## src/rtl/icache_prefetch_buffer.sv

```systemverilog
// Single-line next-line instruction prefetcher with a one-line stream buffer.
// Optional feature: define ICACHE_PF_CROSS_PAGE_EN to allow prefetches into the next 4 KB page.
module icache_prefetch_buffer #(
    parameter int LINE_WORDS = 8,
    parameter int IDX_W      = 7
) (
    input  logic                      clk,
    input  logic                      rst,
    input  logic                      req_valid,
    input  logic [31:0]               req_addr,
    input  logic                      tag_hit,
    input  logic                      tag_valid,
    input  logic                      tag_work,
    input  logic                      pf_hit,
    input  logic                      pf_valid,
    input  logic [31:0]               lookup_addr,
    output logic                      buf_hit,
    output logic                      buf_pending,
    input  logic                      buf_take,
    output logic [32*LINE_WORDS-1:0]  buf_line,
    output logic                      tag_wen,
    output logic [20:0]               tag_wdata,
    output logic [IDX_W-1:0]          tag_index,
    input  logic                      flush,
    output logic                      mem_rreq,
    output logic [31:0]               mem_raddr,
    input  logic                      mem_rreq_ready,
    input  logic                      mem_rvalid,
    input  logic [31:0]               mem_rdata,
    input  logic                      mem_rlast,
    output logic [1:0]                dbg_state
);

    localparam int CNT_W = $clog2(LINE_WORDS);
    localparam logic [CNT_W-1:0] LAST_BEAT = CNT_W'(LINE_WORDS - 1);

    typedef enum logic [1:0] {S_IDLE, S_REQ, S_FILL, S_FULL} state_t;

    state_t            state_q, state_d;
    logic [26:0]       pf_line_q, pf_line_d;
    logic [31:0]       data_q [LINE_WORDS];
    logic [31:0]       data_d [LINE_WORDS];
    logic [CNT_W-1:0]  cnt_q, cnt_d;
    logic              drop_q, drop_d;

    logic line_match;
    logic page_ok;
    logic trigger;
    logic take_ok;
    logic unused_addr_bits;

    assign unused_addr_bits = ^{req_addr[4:0], lookup_addr[4:0]};

    assign line_match = (lookup_addr[31:5] == pf_line_q);

`ifdef ICACHE_PF_CROSS_PAGE_EN
    assign page_ok = 1'b1;
`else
    assign page_ok = (req_addr[11:5] != 7'h7F);
`endif

    // The top line of the address space has no successor, so it never triggers.
    assign trigger = (state_q == S_IDLE) && !flush && tag_work && req_valid &&
                     tag_hit && tag_valid && !(pf_hit && pf_valid) &&
                     (req_addr[31:5] != 27'h7FF_FFFF) && page_ok;

    // A flush in the same cycle as a take cancels the handover.
    assign take_ok = (state_q == S_FULL) && buf_take && line_match && !flush;

    always_ff @(posedge clk or negedge rst) begin
        if (!rst) begin
            state_q   <= S_IDLE;
            pf_line_q <= '0;
            cnt_q     <= '0;
            drop_q    <= 1'b0;
            for (int i = 0; i < LINE_WORDS; i++) data_q[i] <= '0;
        end else begin
            state_q   <= state_d;
            pf_line_q <= pf_line_d;
            cnt_q     <= cnt_d;
            drop_q    <= drop_d;
            for (int i = 0; i < LINE_WORDS; i++) data_q[i] <= data_d[i];
        end
    end

    always_comb begin
        state_d   = state_q;
        pf_line_d = pf_line_q;
        cnt_d     = cnt_q;
        drop_d    = drop_q;
        for (int i = 0; i < LINE_WORDS; i++) data_d[i] = data_q[i];
        case (state_q)
            S_IDLE: begin
                if (trigger) begin
                    pf_line_d = req_addr[31:5] + 27'd1;
                    state_d   = S_REQ;
                end
            end
            S_REQ: begin
                if (flush) drop_d = 1'b1;
                if (mem_rreq_ready) begin
                    state_d = S_FILL;
                    cnt_d   = '0;
                end
            end
            S_FILL: begin
                if (flush) drop_d = 1'b1;
                if (mem_rvalid) begin
                    data_d[cnt_q] = mem_rdata;
                    cnt_d         = cnt_q + 1'b1;
                    // A short burst is a protocol error and leaves the buffer empty.
                    if (mem_rlast) begin
                        if (cnt_q == LAST_BEAT && !drop_d) state_d = S_FULL;
                        else                               state_d = S_IDLE;
                    end
                end
            end
            S_FULL: begin
                if (flush || take_ok) state_d = S_IDLE;
            end
            default: state_d = S_IDLE;
        endcase
        if (state_d == S_IDLE) drop_d = 1'b0;
    end

    always_comb begin
        mem_rreq    = 1'b0;
        mem_raddr   = '0;
        buf_hit     = 1'b0;
        buf_pending = 1'b0;
        tag_wen     = 1'b0;
        tag_wdata   = '0;
        tag_index   = '0;
        case (state_q)
            S_REQ: begin
                mem_rreq    = 1'b1;
                mem_raddr   = {pf_line_q, 5'b0};
                buf_pending = line_match && !drop_q;
            end
            S_FILL: begin
                buf_pending = line_match && !drop_q;
            end
            S_FULL: begin
                buf_hit = line_match;
                if (take_ok) begin
                    tag_wen   = 1'b1;
                    tag_index = pf_line_q[IDX_W-1:0];
                    tag_wdata = {1'b1, pf_line_q[26:7]};
                end
            end
            default: ;
        endcase
    end

    always_comb begin
        buf_line = '0;
        for (int i = 0; i < LINE_WORDS; i++) buf_line[i*32 +: 32] = data_q[i];
    end

    assign dbg_state = state_q;

endmodule

```

## config.mk

```make
export PLATFORM = sky130hd
export DESIGN_NAME = icache_prefetch_buffer
export DESIGN_NICKNAME = d
export VERILOG_FILES = /design/src/rtl/icache_prefetch_buffer.sv
export SDC_FILE = /design/constraint.sdc
export NUM_CORES = 1
export LEC_CHECK = 0
export BUFFER_PORTS_ARGS = -buffer_cell sky130_fd_sc_hd__buf_2
export CORE_ASPECT_RATIO = 0.9
export CORE_UTILIZATION = 28
export DETAILED_ROUTE_END_ITERATION = 10
export PLACE_DENSITY_LB_ADDON = 0.3
export SETUP_SLACK_MARGIN = 0.1
export SYNTH_ARGS = -nofsm -noshare
export SYNTH_HDL_FRONTEND = slang
export SYNTH_SLANG_ARGS = --single-unit
```

## constraint.sdc

```tcl
create_clock -name clk -period 4.23 [get_ports clk]
set_input_delay 1.0575 -clock clk [delete_from_list [all_inputs] [get_ports clk]]
set_output_delay 1.0575 -clock clk [all_outputs]
set_load 0.1 [all_outputs]
```

==> run_results.csv, run 1 <==
group,metric,value,unit
cts,cts_sinks,289,
flow_run,max-cap-violations,0,
die,die_height,199.0,um
synth,synth-seq-area-share,59.87,%
setup_path,worstPathArrival,2.90,ns
synth,synth_xor_area_share,3.045,%
die,start_util,28.63,%
placed_design,portBuffers,415,
synth,synth_compound_area_share,2.362,%
placed_design,post-dp-hpwl,25.13,mm
setup_path,worstSetupStartpointType,"input port",
hold_path,hold_path_class,"reg2reg",
die,die_w,220.9,um
placed_design,gp_congestion,0.8350,
routing,ant_nets,0,
setup_path,critPathMaxFanout,17,
sta,fin_crit,3.960,ns
sta,tightest_slew,0.9820,ns
sta,fmax,252.5,MHz
synth,synth.avg_cell_area,14.19,um^2
die,num_rows,71,
synth,yosysMostFrequentCell,"dfrtp_1",
synth,ys_seq_elements,289,
routing,drc_errors,0,
routing,dr.pass1.iters,5,
synth,netlist.area_leader.share,59.87,%
sta,maxSlewHeadroom,34.53,%
setup_path,path_class,"in2out",
synth,ys_types,44,
global_routing,grtUsageTotal,15.86,%
cts,clk_latency,0.59,ns
final_layout,fin_util,39.14,%
synth,ys_async_sr_fraction,100.0,%
routing,routedWlPerCell,19.21,um
synth,synth_top_family_by_area,"multiplexers",
sta,rsz0062_at_grt,"no",
synth,yosysWarnings,0,
synth,synthCells,851,
cts,clockBufferDepth,3,
cts,holdBufCountCts,0,
setup_path,setup.worst_path.end_class,"output port",
sta,setup_slack,0.2695,ns
sta,setup_tns,0,ns
die,dieArea,0.04397,mm^2
synth,synthAdderAreaFrac,0.8287,%
placed_design,pre_cts_slack,0.2014,ns
routing,drt_iter0_markers,443,
global_routing,grt_pass1_wl,53.85,mm
global_routing,grt_pass1_vias,8611,
cts,cts_max_level,1,
setup_path,required,3.17,ns
final_layout,layout.nets,1401,
synth,netlist_top_cells_count,"dfrtp_1, mux2_2, and2_1",
die,core,0.04220,mm^2
synth,synth_top_cells_by_area,"dfrtp_1, mux2_2, and2_1",
sta,setup-violations-final,0,
global_routing,grt_overflow,0,
synth,synth_edf_count,0,
pwr,peakVddDrop,617.1,uV
cts,clkTransAtPathRegs,0.06,ns
synth,yosysTopAreaCell,"dfrtp_1",
status,status,"finished clean",
synth,synthSimpleGateAreaFrac,6.743,%
global_routing,antenna_found_initial,0,
synth,synthesis.area,0.01208,mm^2
routing,vias,8457,
cts,cts_buffers,30,
routing,wl,35.68,mm
pwr,p_leak,0.008910,uW
synth,muxShareOfSynthArea,24.89,%
sta,hold_ws,0.4886,ns
final_layout,drive_gt1_share,59.10,%
sta,skew,0.02594,ns
routing,routed_via_density,4.554,
pwr,pwr_density_cell,620.5,mW/mm^2
final_layout,area_growth,36.73,%
sta,hold_viol_final,0,
cts,postCtsSetupRepairBufs,0,
cts,cts_tree,"built",
global_routing,grt_max_degree,123,
sta,maxSlewViolCount,0,
synth,synthFlopType,"dfrtp_1",
cts,root_buffer,"clkbuf_16",
die,num_io_pins,431,
sta,finalCritPeriodShare,93.63,%
[where the power goes]
part           total (uW)  leakage (uW)  switching [uW]  internal [uW]
Combinational        3940       0.00445            3220            713
Clock                2870      0.000514            1140           1730
Sequential           3450       0.00395             294           3150
Total               10200       0.00891            4660           5590
[final timing paths]
path / startpoint / endpoint / slack, ns / cells after the start
max: lookup_addr[6] / tag_wdata[10] / 0.27 / 8
min: buf_line[7]$_DFFE_PN0P_ / buf_line[7]$_DFFE_PN0P_ / 0.49 / 1
max reg2reg: dbg_state[0]$_DFF_PN0_ / buf_line[11]$_DFFE_PN0P_ / 1.13 / 6
min reg2reg: buf_line[7]$_DFFE_PN0P_ / buf_line[7]$_DFFE_PN0P_ / 0.49 / 1
max in group asynchronous: rst / buf_line[101]$_DFFE_PN0P_ / 2.76 / 2
min in group asynchronous: rst / buf_line[47]$_DFFE_PN0P_ / 0.54 / 1
[cells by family (layout without fill, tap and decap cells)]
kind of cell	after synthesis	after routing
simple gates	145	145
fa+ha+maj	8	8
compound gates	44	44
buf+inv	55	508
mux	267	267
xor+xnor	42	42
other cells	1	7
flops	289	289
[through the flow]
stage	total power [uW]	cell area, um^2	instances
detailed placement	7444	15420	1799
global route	10650	16510	1855
floorplan	6635	12110	855
global placement	7408	15420	1799
CTS	10360	16500	1855
finish	10250	16520	1857
[sequential cells by signal (all words and copies together) (netlist names)]
| name | count |
|---|---|
| buf_line | 256 |
| pf_line_q | 27 |
| cnt_q | 3 |
| dbg_state | 2 |
| drop_q | 1 |
[routing by layer]
| metal | GRT usage, % | part of all wire [%] |
|---|---|---|
| met1 | 21.66 | 45 |
| met2 | 25.16 | 46 |
| met3 | 4.417 | 7.3 |
| met4 | 3.134 | 1.6 |
| met5 | 0 | 0 |
[final cells by class]
cell class                 instances  area, um^2
antenna                            2       5.005
clock buffer                      45       867.1
clock inverter                    11       212.7
fill                            4103       25680
inverter                          11       41.29
multi-input combinational        511        4663
sequential                       289        7232
tap                              547       684.4
timing repair buffer             441        2810
[worst max-delay path: stages]
cell and delay, ns:
buf_2 0.10, xor2_1 0.18, nor4_2 0.41, nand4_1 0.23, nor4_4 0.27, buf_4 0.26, and2_1 0.20, buf_12 0.18
[layout by cell type (no fill, tap or decap), types with 6 or more instances in the layout]
master	n
nand4_1	7
xnor2_1	7
clkbuf_8	6
nor2_4	6
nand2_1	13
buf_12	36
nor4_1	6
buf_4	21
a31oi_1	6
inv_1	11
nand3_1	14
and2_1	46
clkbuf_1	9
and2_2	9
clkbuf_16	30
ha_1	7
dfrtp_1	289
mux2_2	262
nor2_1	25
xor2_1	35
a21oi_1	17
buf_2	383
[what timing repair did]
action / CTS / global route
endpoints found under the hold margin: 0 / 0
setup endpoints to repair: 0 / 7
resized for setup: 0 / 1
No activity file was read; power rests on OpenSTA's default activity.
==> inputs of run 2 (changes only) <==
--- a/config.mk
+++ b/config.mk
@@ -8,6 +8,7 @@
 export BUFFER_PORTS_ARGS = -buffer_cell sky130_fd_sc_hd__buf_2
 export CORE_ASPECT_RATIO = 0.9
 export CORE_UTILIZATION = 28
+export CTS_BUF_LIST = sky130_fd_sc_hd__clkbuf_8
 export DETAILED_ROUTE_END_ITERATION = 10
 export PLACE_DENSITY_LB_ADDON = 0.3
 export SETUP_SLACK_MARGIN = 0.1
==> run 2 against run 1 <==
Final cell count grew 1.9%; combinational power is essentially flat; clock skew shrank 0.0085 ns; final area is essentially flat.
==> run_results.csv, run 2 (synthesized netlist as in run 1, its figures left out) <==
group,metric,value,unit
die,start_util,28.63,%
sta,skew,0.01743,ns
setup_path,worstSetupStartpointType,"input port",
sta,setup_tns,0,ns
routing,vias,8566,
flow_run,max-cap-violations,0,
global_routing,grtUsageTotal,16.33,%
final_layout,layout.nets,1421,
final_layout,final_cell_mix,"buf_2, dfrtp_1, mux2_2",
routing,wl,36.17,mm
setup_path,worstPathArrival,2.94,ns
cts,postCtsSetupRepairBufs,0,
routing,dr.pass1.iters,5,
cts,cts_max_level,2,
sta,setup-violations-final,0,
placed_design,post-dp-hpwl,25.13,mm
die,die_w,220.9,um
die,num_io_pins,431,
global_routing,grt_max_degree,123,
setup_path,required,3.17,ns
cts,clkTransAtPathRegs,0.06,ns
routing,routed_via_density,4.527,
cts,cts_resized,0,
setup_path,path_class,"in2out",
routing,drc_errors,0,
global_routing,grt_pass1_vias,8825,
global_routing,antenna_found_initial,1,
final_layout,drive_gt1_share,59.90,%
cts,clockBufferDepth,3,
placed_design,gp_congestion,0.8350,
sta,rsz0062_at_grt,"no",
sta,hold_viol_final,0,
pwr,peakVddDrop,462.4,uV
final_layout,largest_register_ffs,256,
sta,maxSlewHeadroom,36.22,%
cts,root_buffer,"clkbuf_8",
routing,drt_iter0_markers,344,
global_routing,grt_pass1_wl,54.72,mm
routing,routedWlPerCell,19.12,um
placed_design,pre_cts_slack,0.2014,ns
cts,cts_buffers,50,
sta,tightest_slew,0.9567,ns
final_layout,area_growth,36.80,%
sta,finalCritPeriodShare,94.57,%
setup_path,critPathMaxFanout,17,
die,num_rows,71,
cts,holdBufCountCts,0,
cts,clk_latency,0.61,ns
placed_design,portBuffers,415,
global_routing,grt_overflow,0,
final_layout,final_area,0.01652,mm^2
sta,fmax,250.0,MHz
hold_path,hold_path_class,"reg2reg",
pwr,pwr_density_cell,612.7,mW/mm^2
pwr,p_leak,0.009007,uW
cts,cts_tree,"built",
die,die_height,199.0,um
placed_design,placed_area,0.01542,mm^2
final_layout,final_common_cell,"buf_2",
sta,fin_crit,4.000,ns
setup_path,setup.worst_path.end_class,"output port",
sta,setup_slack,0.2298,ns
cts,cts_sinks,289,
routing,ant_nets,0,
die,dieArea,0.04397,mm^2
sta,maxSlewViolCount,0,
die,core,0.04220,mm^2
status,status,"finished clean",
## run 2: cell count changes in the layout (fill, tap and decap cells not counted), sizes merged
cell / before / now
inv: 11 / 24
clkinv: 3 / 8
bufinv: 5 / 2
clkbuf: 45 / 67
clkinvlp: 3 / 2
diode: 2 / 1
## run 2: path summary, 6_finish.rpt
path | from | endpoint | slack [ns] | depth (start not counted)
setup / recovery | lookup_addr[6] | tag_wdata[10] | 0.23 | 8
hold / removal | buf_line[7]$_DFFE_PN0P_ | buf_line[7]$_DFFE_PN0P_ | 0.49 | 1
setup reg to reg | dbg_state[0]$_DFF_PN0_ | buf_line[13]$_DFFE_PN0P_ | 1.12 | 6
hold reg to reg | buf_line[7]$_DFFE_PN0P_ | buf_line[7]$_DFFE_PN0P_ | 0.49 | 1
max in group asynchronous | rst | buf_line[83]$_DFFE_PN0P_ | 2.78 | 2
min in group asynchronous | rst | buf_line[175]$_DFFE_PN0P_ | 0.55 | 1
## run 2: critical path, stage by stage
cell     delay [ns]
buf_2          0.10
xor2_1         0.18
nor4_1         0.45
nand4_1        0.24
nor4_4         0.27
buf_4          0.26
and2_1         0.20
buf_12         0.18
## run 2: final cells by class
type	count	area, um^2
Clock buffer	67	922.1
Timing Repair Buffer	441	2810
Sequential cell	289	7232
Multi-Input combinational cell	511	4657
Inverter	11	41.29
Antenna cell	1	2.502
Fill cell	4108	25670
Clock inverter	25	175.2
Tap cell	547	684.4
## run 2: report_power, final
part,internal [uW],switching [uW]
logic,712,3220
clock network,1540,1200
registers,3150,293
## run 2: per-layer routing
| metal | GRT usage, % | share of wire, % | up-vias |
|---|---|---|---|
| met2 | 25.35 | 45 | 313 |
| li1 | - | - | 3896 |
| met4 | 5.025 | 1.8 | 2 |
| met5 | 0 | 0.047 | - |
| met1 | 21.99 | 46 | 4302 |
| met3 | 4.682 | 7.0 | 53 |
## run 2: through the flow
step                      instances  utilization (%)  hold WS [ns]  power [uW]
final                          1892            39.16        0.4864       10120
after global routing           1891            39.15        0.5142       10550
after CTS                      1891            39.15        0.4944       10260
after detailed placement       1799            36.55        0.4800        7444
after global placement         1799            36.55        0.4730        7408
after floorplan                 855                -        0.5064        6635
